==> src/rtl/alu_iter_exec_if.sv <==
// rtl/alu_iter_exec_if.sv - request/result handshake bundle for alu_iter_exec
interface alu_iter_exec_if;
    logic        in_valid;
    logic        in_ready;
    logic [6:0]  opcode;
    logic [2:0]  funct;
    logic        add_rshift_type;
    logic [31:0] A;
    logic [31:0] B;
    logic        out_valid;
    logic        out_ready;
    logic [31:0] Out;

    modport master (
        output in_valid, opcode, funct, add_rshift_type, A, B, out_ready,
        input  in_ready, out_valid, Out
    );

    modport slave (
        input  in_valid, opcode, funct, add_rshift_type, A, B, out_ready,
        output in_ready, out_valid, Out
    );
endinterface

==> src/rtl/alu_iter_exec.sv <==
// rtl/alu_iter_exec.sv - RV32I ALU with iterative shifter and valid/ready handshakes
module alu_iter_exec #(
    parameter int SHIFT_STEP = 1
) (
    input  logic           Clock,
    input  logic           Reset,
    alu_iter_exec_if.slave bus
);
    localparam logic [6:0] OP_R    = 7'b0110011;
    localparam logic [6:0] OP_I    = 7'b0010011;
    localparam logic [6:0] OP_LUI  = 7'b0110111;
    localparam logic [4:0] STEP    = 5'(SHIFT_STEP);

    typedef enum logic [1:0] {IDLE, SHIFT, DONE} state_t;

    state_t      state, next_state;
    logic [31:0] out_q;
    logic [31:0] work;
    logic [4:0]  remaining;
    logic        sh_left;
    logic        sh_arith;

    logic [31:0] res;
    logic        is_shift;
    logic        accept;
    logic        start_shift;
    logic [4:0]  step;
    logic [4:0]  rem_next;
    logic [31:0] work_next;

    // Combinational decode of the live request; only sampled on accept.
    always_comb begin
        res      = 32'h0;
        is_shift = 1'b0;
        case (bus.opcode)
            OP_R, OP_I: begin
                case (bus.funct)
                    3'b000: res = (bus.opcode == OP_R && bus.add_rshift_type) ?
                                  bus.A - bus.B : bus.A + bus.B;
                    3'b001: begin is_shift = 1'b1; res = bus.A; end
                    3'b010: res = {31'h0, $signed(bus.A) < $signed(bus.B)};
                    3'b011: res = {31'h0, bus.A < bus.B};
                    3'b100: res = bus.A ^ bus.B;
                    3'b101: begin is_shift = 1'b1; res = bus.A; end
                    3'b110: res = bus.A | bus.B;
                    default: res = bus.A & bus.B;
                endcase
            end
            OP_LUI: res = bus.B;
            7'b0000011, 7'b0100011, 7'b0010111,
            7'b1101111, 7'b1100111, 7'b1100011: res = bus.A + bus.B;
            default: res = 32'h0;
        endcase
    end

    assign accept      = bus.in_valid && (state == IDLE);
    assign start_shift = is_shift && (bus.B[4:0] != 5'd0);

    assign step      = (remaining < STEP) ? remaining : STEP;
    assign rem_next  = remaining - step;
    assign work_next = sh_left  ? (work << step) :
                       sh_arith ? 32'($signed(work) >>> step) :
                                  (work >> step);

    always_ff @(posedge Clock) begin
        if (Reset) state <= IDLE;
        else       state <= next_state;
    end

    always_comb begin
        next_state = state;
        case (state)
            IDLE:    if (accept) next_state = start_shift ? SHIFT : DONE;
            SHIFT:   if (rem_next == 5'd0) next_state = DONE;
            DONE:    if (bus.out_ready) next_state = IDLE;
            default: next_state = IDLE;
        endcase
    end

    always_ff @(posedge Clock) begin
        if (Reset) begin
            out_q     <= 32'h0;
            work      <= 32'h0;
            remaining <= 5'd0;
            sh_left   <= 1'b0;
            sh_arith  <= 1'b0;
        end else begin
            case (state)
                IDLE: if (accept) begin
                    if (start_shift) begin
                        work      <= bus.A;
                        remaining <= bus.B[4:0];
                        sh_left   <= (bus.funct == 3'b001);
                        sh_arith  <= bus.add_rshift_type;
                    end else begin
                        out_q <= res;
                    end
                end
                SHIFT: begin
                    work      <= work_next;
                    remaining <= rem_next;
                    if (rem_next == 5'd0) out_q <= work_next;
                end
                default: ;
            endcase
        end
    end

    assign bus.in_ready  = (state == IDLE);
    assign bus.out_valid = (state == DONE);
    assign bus.Out       = out_q;
endmodule
==> src/flat_wrapper.sv <==
// flat-port wrapper written by rule: the top's interface ports become plain ports
module alu_iter_exec_flat 
#(
    parameter int SHIFT_STEP = 1
)
  (Clock, Reset, bus_in_valid, bus_opcode, bus_funct, bus_add_rshift_type, bus_A, bus_B, bus_out_ready, bus_in_ready, bus_out_valid, bus_Out);
  alu_iter_exec_if bus_i ();
  input  logic Clock;
  input  logic Reset;
  input wire logic [$bits(bus_i.in_valid)-1:0] bus_in_valid;
  input wire logic [$bits(bus_i.opcode)-1:0] bus_opcode;
  input wire logic [$bits(bus_i.funct)-1:0] bus_funct;
  input wire logic [$bits(bus_i.add_rshift_type)-1:0] bus_add_rshift_type;
  input wire logic [$bits(bus_i.A)-1:0] bus_A;
  input wire logic [$bits(bus_i.B)-1:0] bus_B;
  input wire logic [$bits(bus_i.out_ready)-1:0] bus_out_ready;
  output wire logic [$bits(bus_i.in_ready)-1:0] bus_in_ready;
  output wire logic [$bits(bus_i.out_valid)-1:0] bus_out_valid;
  output wire logic [$bits(bus_i.Out)-1:0] bus_Out;
  assign bus_i.in_valid = bus_in_valid;
  assign bus_i.opcode = bus_opcode;
  assign bus_i.funct = bus_funct;
  assign bus_i.add_rshift_type = bus_add_rshift_type;
  assign bus_i.A = bus_A;
  assign bus_i.B = bus_B;
  assign bus_i.out_ready = bus_out_ready;
  assign bus_in_ready = bus_i.in_ready;
  assign bus_out_valid = bus_i.out_valid;
  assign bus_Out = bus_i.Out;
  alu_iter_exec #(.SHIFT_STEP(SHIFT_STEP)) u_core (.Clock(Clock), .Reset(Reset), .bus(bus_i));
endmodule
==> config.mk <==
export PLATFORM = sky130hd
export DESIGN_NAME = alu_iter_exec_flat
export DESIGN_NICKNAME = d
export VERILOG_FILES = /design/src/rtl/alu_iter_exec_if.sv /design/src/rtl/alu_iter_exec.sv /design/src/flat_wrapper.sv
export SDC_FILE = /design/constraint.sdc
export NUM_CORES = 1
export LEC_CHECK = 0
export CAP_MARGIN = 20
export CORE_ASPECT_RATIO = 1.25
export CORE_MARGIN = 3
export CORE_UTILIZATION = 41
export DETAILED_ROUTE_END_ITERATION = 8
export PLACE_DENSITY = 0.66
export SYNTH_ARGS = -nofsm -noshare
export SYNTH_HDL_FRONTEND = slang
export SYNTH_SLANG_ARGS = --single-unit
export TNS_END_PERCENT = 20
==> constraint.sdc <==
create_clock -name Clock -period 5.58 [get_ports Clock]
set_input_delay 0.558 -clock Clock [delete_from_list [all_inputs] [get_ports Clock]]
set_output_delay 0.558 -clock Clock [all_outputs]
set_load 0.1 [all_outputs]
==> impl_metrics.py <==
metrics = {
    "worst_setup_path": {
        "r2r-end": "u_core.bus.Out[22]",
        "r2r_cells": 8,
        "path_class": "primary input to flop",
        "worstSetupPathDepth": 10,
        "worst_ep_arrival_time_ns": 4.43,
        "crit_required_ns": 5.79,
        "reg2reg_from": "u_core.remaining[2]",
        "endpoint": "u_core.bus.Out[22]",
        "cp_cell_sequence": "clkdlybuf4s50_1 -> inv_1 -> buf_4 -> o22ai_1 -> nand2_1 -> a211oi_1 -> a2111oi_0 -> o21ai_0 -> a21oi_1 -> nor3_1",
        "crit_buf_inv": 3,
        "cp-end-kind": "flop",
        "slowest_delay_ns": 1.02,
        "ff2ff_setup_slack_ns": 2.15,
        "crit_start": "bus_funct[1]",
        "crit_family": "buffers and inverters",
        "critPathLaunchType": "primary input",
        "cp_slowest_cell": "clkdlybuf4s50_1",
        "critPathMaxFanout": 23,
    },
    "clock_network": {
        "ctsResizeCount": 0,
        "cts_tree": "yes",
        "clock-root-buffer": "clkbuf_16",
        "cts_setup_buffers": 0,
        "cts_hold_buf": 0,
        "clockBufferDepth": 2,
        "worst_skew_pair.late_latency_ns": 0.36,
        "clk_pin_slew_ns": 0.07,
        "numCtsBuffers": 9,
        "clkSinkCount": 73,
        "cts_htree_levels": 3,
    },
    "flow_run": {
        "cap_violations": 0,
    },
    "floorplan": {
        "pin_count": 113,
        "die_y_um": 184.8,
        "start_util_pct": 42.22,
        "fp.dieArea_um2": 27530,
        "fp.coreArea_um2": 24820,
        "die_w_um": 149,
        "rows": 64,
    },
    "layout": {
        "drive_gt1_share_pct": 5.580,
        "syn_to_final_growth_pct": 15.97,
        "ff_latch_area_um2": 1463,
        "fillers": 2536,
        "fin_util_pct": 48.96,
        "multi_input_area_um2": 8194,
        "nets": 1786,
        "design_area_um2": 12150,
    },
    "place": {
        "hpwl_um": 35160,
        "gp_congestion": 1.055,
        "port_buffers": 112,
        "placed_area_um2": 11830,
    },
    "sta": {
        "tightestPinTransition_ns": 1.161,
        "drv_slew": 0,
        "fin_tns_setup_ns": 0,
        "fmax_mhz": 236.5,
        "relSlewSlack_pct": 22.35,
        "setup_viol": 0,
        "period_minus_slack_ns": 4.228,
        "fin_worst_skew_ns": 0.01042,
        "finalCritPeriodShare_pct": 75.78,
        "final_hold_viol_count": 0,
        "hold_ws_ns": 0.4521,
        "rsz0062_at_grt": "no",
    },
    "power": {
        "power_density_nw_per_um2": 175.2,
        "peakVddDrop_v": 0.0001278,
        "p_leak_nw": 4.640,
        "p_total_mw": 2.129,
    },
    "synthesis": {
        "yosys_warnings": 0,
        "yosysSeqAreaShare_pct": 13.94,
        "netlist_instances": 1560,
        "synth_nets": 1738,
        "syn_area_um2": 10480,
        "ys_seq_elements": 73,
        "synth_edf_count": 0,
        "ys.flop_type": "dfxtp_1",
        "syn_area_per_cell_um2": 6.718,
        "yosysUniqueCellTypes": 91,
        "async_reset_ff_share_pct": 0,
    },
    "global_route": {
        "grt_usage_pct": 33.51,
        "first_global_vias": 11830,
        "grt-ovfl-total": 0,
        "grt_first_pass_wirelength_um": 71510,
        "grt_max_degree": 70,
        "antenna_found_initial": 2,
    },
    "worst_hold_path": {
        "hp-class": "flop to flop",
    },
    "routing": {
        "drt_first_pass_iters": 8,
        "totalWireLength_um": 47800,
        "wl_per_cell_um": 24.59,
        "initialDrtViolationCount": 1749,
        "remaining_drc_errors": 0,
        "vias_per_cell": 6.523,
        "ant_nets": 0,
        "vias": 12680,
    },
    "status": {
        "outcome": "complete, no violations",
    },
}
cell usage after synthesis (5+ instances only):
library cell  number  area (um2)
a2111oi_0          6       52.55
a211o_1            5       43.79
a211oi_1          42       315.3
a21boi_0           7       52.55
a21o_1            15       112.6
a21oi_1          128       640.6
a221oi_1          14       122.6
a222oi_1           6       60.06
a22oi_1           19       142.6
a311oi_1          14       122.6
a31oi_1           17       106.4
and3_1            15       93.84
buf_1              6       22.52
buf_2             15       75.07
clkbuf_1          85       319.1
clkinv_1           5       18.77
dfxtp_1           73        1461
ha_1              97        1214
inv_1             94       352.8
mux2i_1           41       410.4
nand2_1          172       645.6
nand2b_1          18       112.6
nand3_1           24       120.1
nand4_1            8       50.05
nor2_1           192       720.7
nor2b_1           16       100.1
nor3_1            34       170.2
nor4_1             9       56.30
o211a_1            5       50.05
o211ai_1          15       112.6
o21a_1             8       60.06
o21ai_0          149       745.7
o21ai_1            5       25.02
o21bai_1           8       60.06
o221ai_1           7       61.31
o22ai_1           30       187.7
o31ai_1           18       135.1
or2_2              5       31.28
or3_1             11       68.82
xnor2_1           34       297.8
xor2_1             5       43.79
sequential cells by signal, summed over array words and instances, names as in the netlist:
signal and count:
u_core.work 32, u_core.sh_left 1, u_core.state 2, u_core.sh_arith 1, u_core.bus.Out 32, u_core.remaining 5
worst reg2reg max path, cell delays in order, from the launching register on:
cell	delay, ns
dfxtp_1	0.35
or3_1	0.40
or3_2	0.76
nor2_1	0.21
a211oi_1	0.14
a2111oi_0	0.86
o21ai_0	0.19
a21oi_1	0.32
nor3_1	0.07
layout by cell type (no fill, tap or decap), drive strengths merged, types with 19 or more instances in the layout:
cell,count
mux2i,41
a21oi,129
xnor2,34
nand3,24
nor3,35
clkdlybuf4s50,111
nand2,172
a22oi,19
o22ai,30
o31ai,19
a211oi,44
ha,97
inv,99
o21ai,155
buf,36
nor2,194
dfxtp,73
stage by stage:
stage	worst slack [ns]	instances
2_1_floorplan	2.360	1560
3_3_place_gp	1.295	1927
3_5_place_dp	1.224	1927
4_1_cts	1.607	1943
5_1_grt	1.197	1943
6_report	1.352	1944
how the worst min path moves through the flow:
stage                                    from  depth (start not counted)  slack [ns]             endpoint
after CTS                   u_core.bus.Out[1]                          2        0.45    u_core.bus.Out[1]
after detailed placement    u_core.bus.Out[1]                          2        0.44    u_core.bus.Out[1]
after floorplan           u_core.remaining[2]                          2        0.46  u_core.remaining[2]
after global routing        u_core.bus.Out[1]                          2        0.49    u_core.bus.Out[1]
after global placement      u_core.bus.Out[1]                          2        0.44    u_core.bus.Out[1]
final                       u_core.bus.Out[1]                          2        0.45    u_core.bus.Out[1]
cells by family (layout without fill, tap and decap cells):
family	after synthesis	after routing	synth area share, %
AOI/OAI and AO/OA	569	569	36.03
and+or+nand+nor	528	528	22.90
buffers and inverters	211	264	7.987
adders and majority gates	99	99	11.96
DFF	73	73	13.94
muxes	41	41	3.916
xor gates and xnor gates	39	39	3.259
other	0	1	0
cell type report:
cell class / count / share of cell area [%]
clock inverter: 7 / 0.8133
clock buffer: 9 / 1.853
multi-input combinational: 1276 / 67.42
inverter: 101 / 3.119
antenna: 1 / 0.02059
sequential: 73 / 12.03
tap: 330 / 3.397
timing repair buffer: 147 / 11.34
power breakdown:
part           leakage (nW)  switching (mW)  internal, mW
Combinational          3.89           0.605         0.308
Clock                 0.157           0.282         0.397
Sequential            0.591         0.00776         0.531
layer usage:
layer | vias up | track usage (%) | wire length [um]
li1 | 5740 | - | -
met1 | 5918 | 44.70 | 19250
met2 | 840 | 51.28 | 20680
met3 | 181 | 7.452 | 5388
met4 | 2 | 15.86 | 2457
met5 | - | 0 | 20
Power figures use the tool's default switching activity.
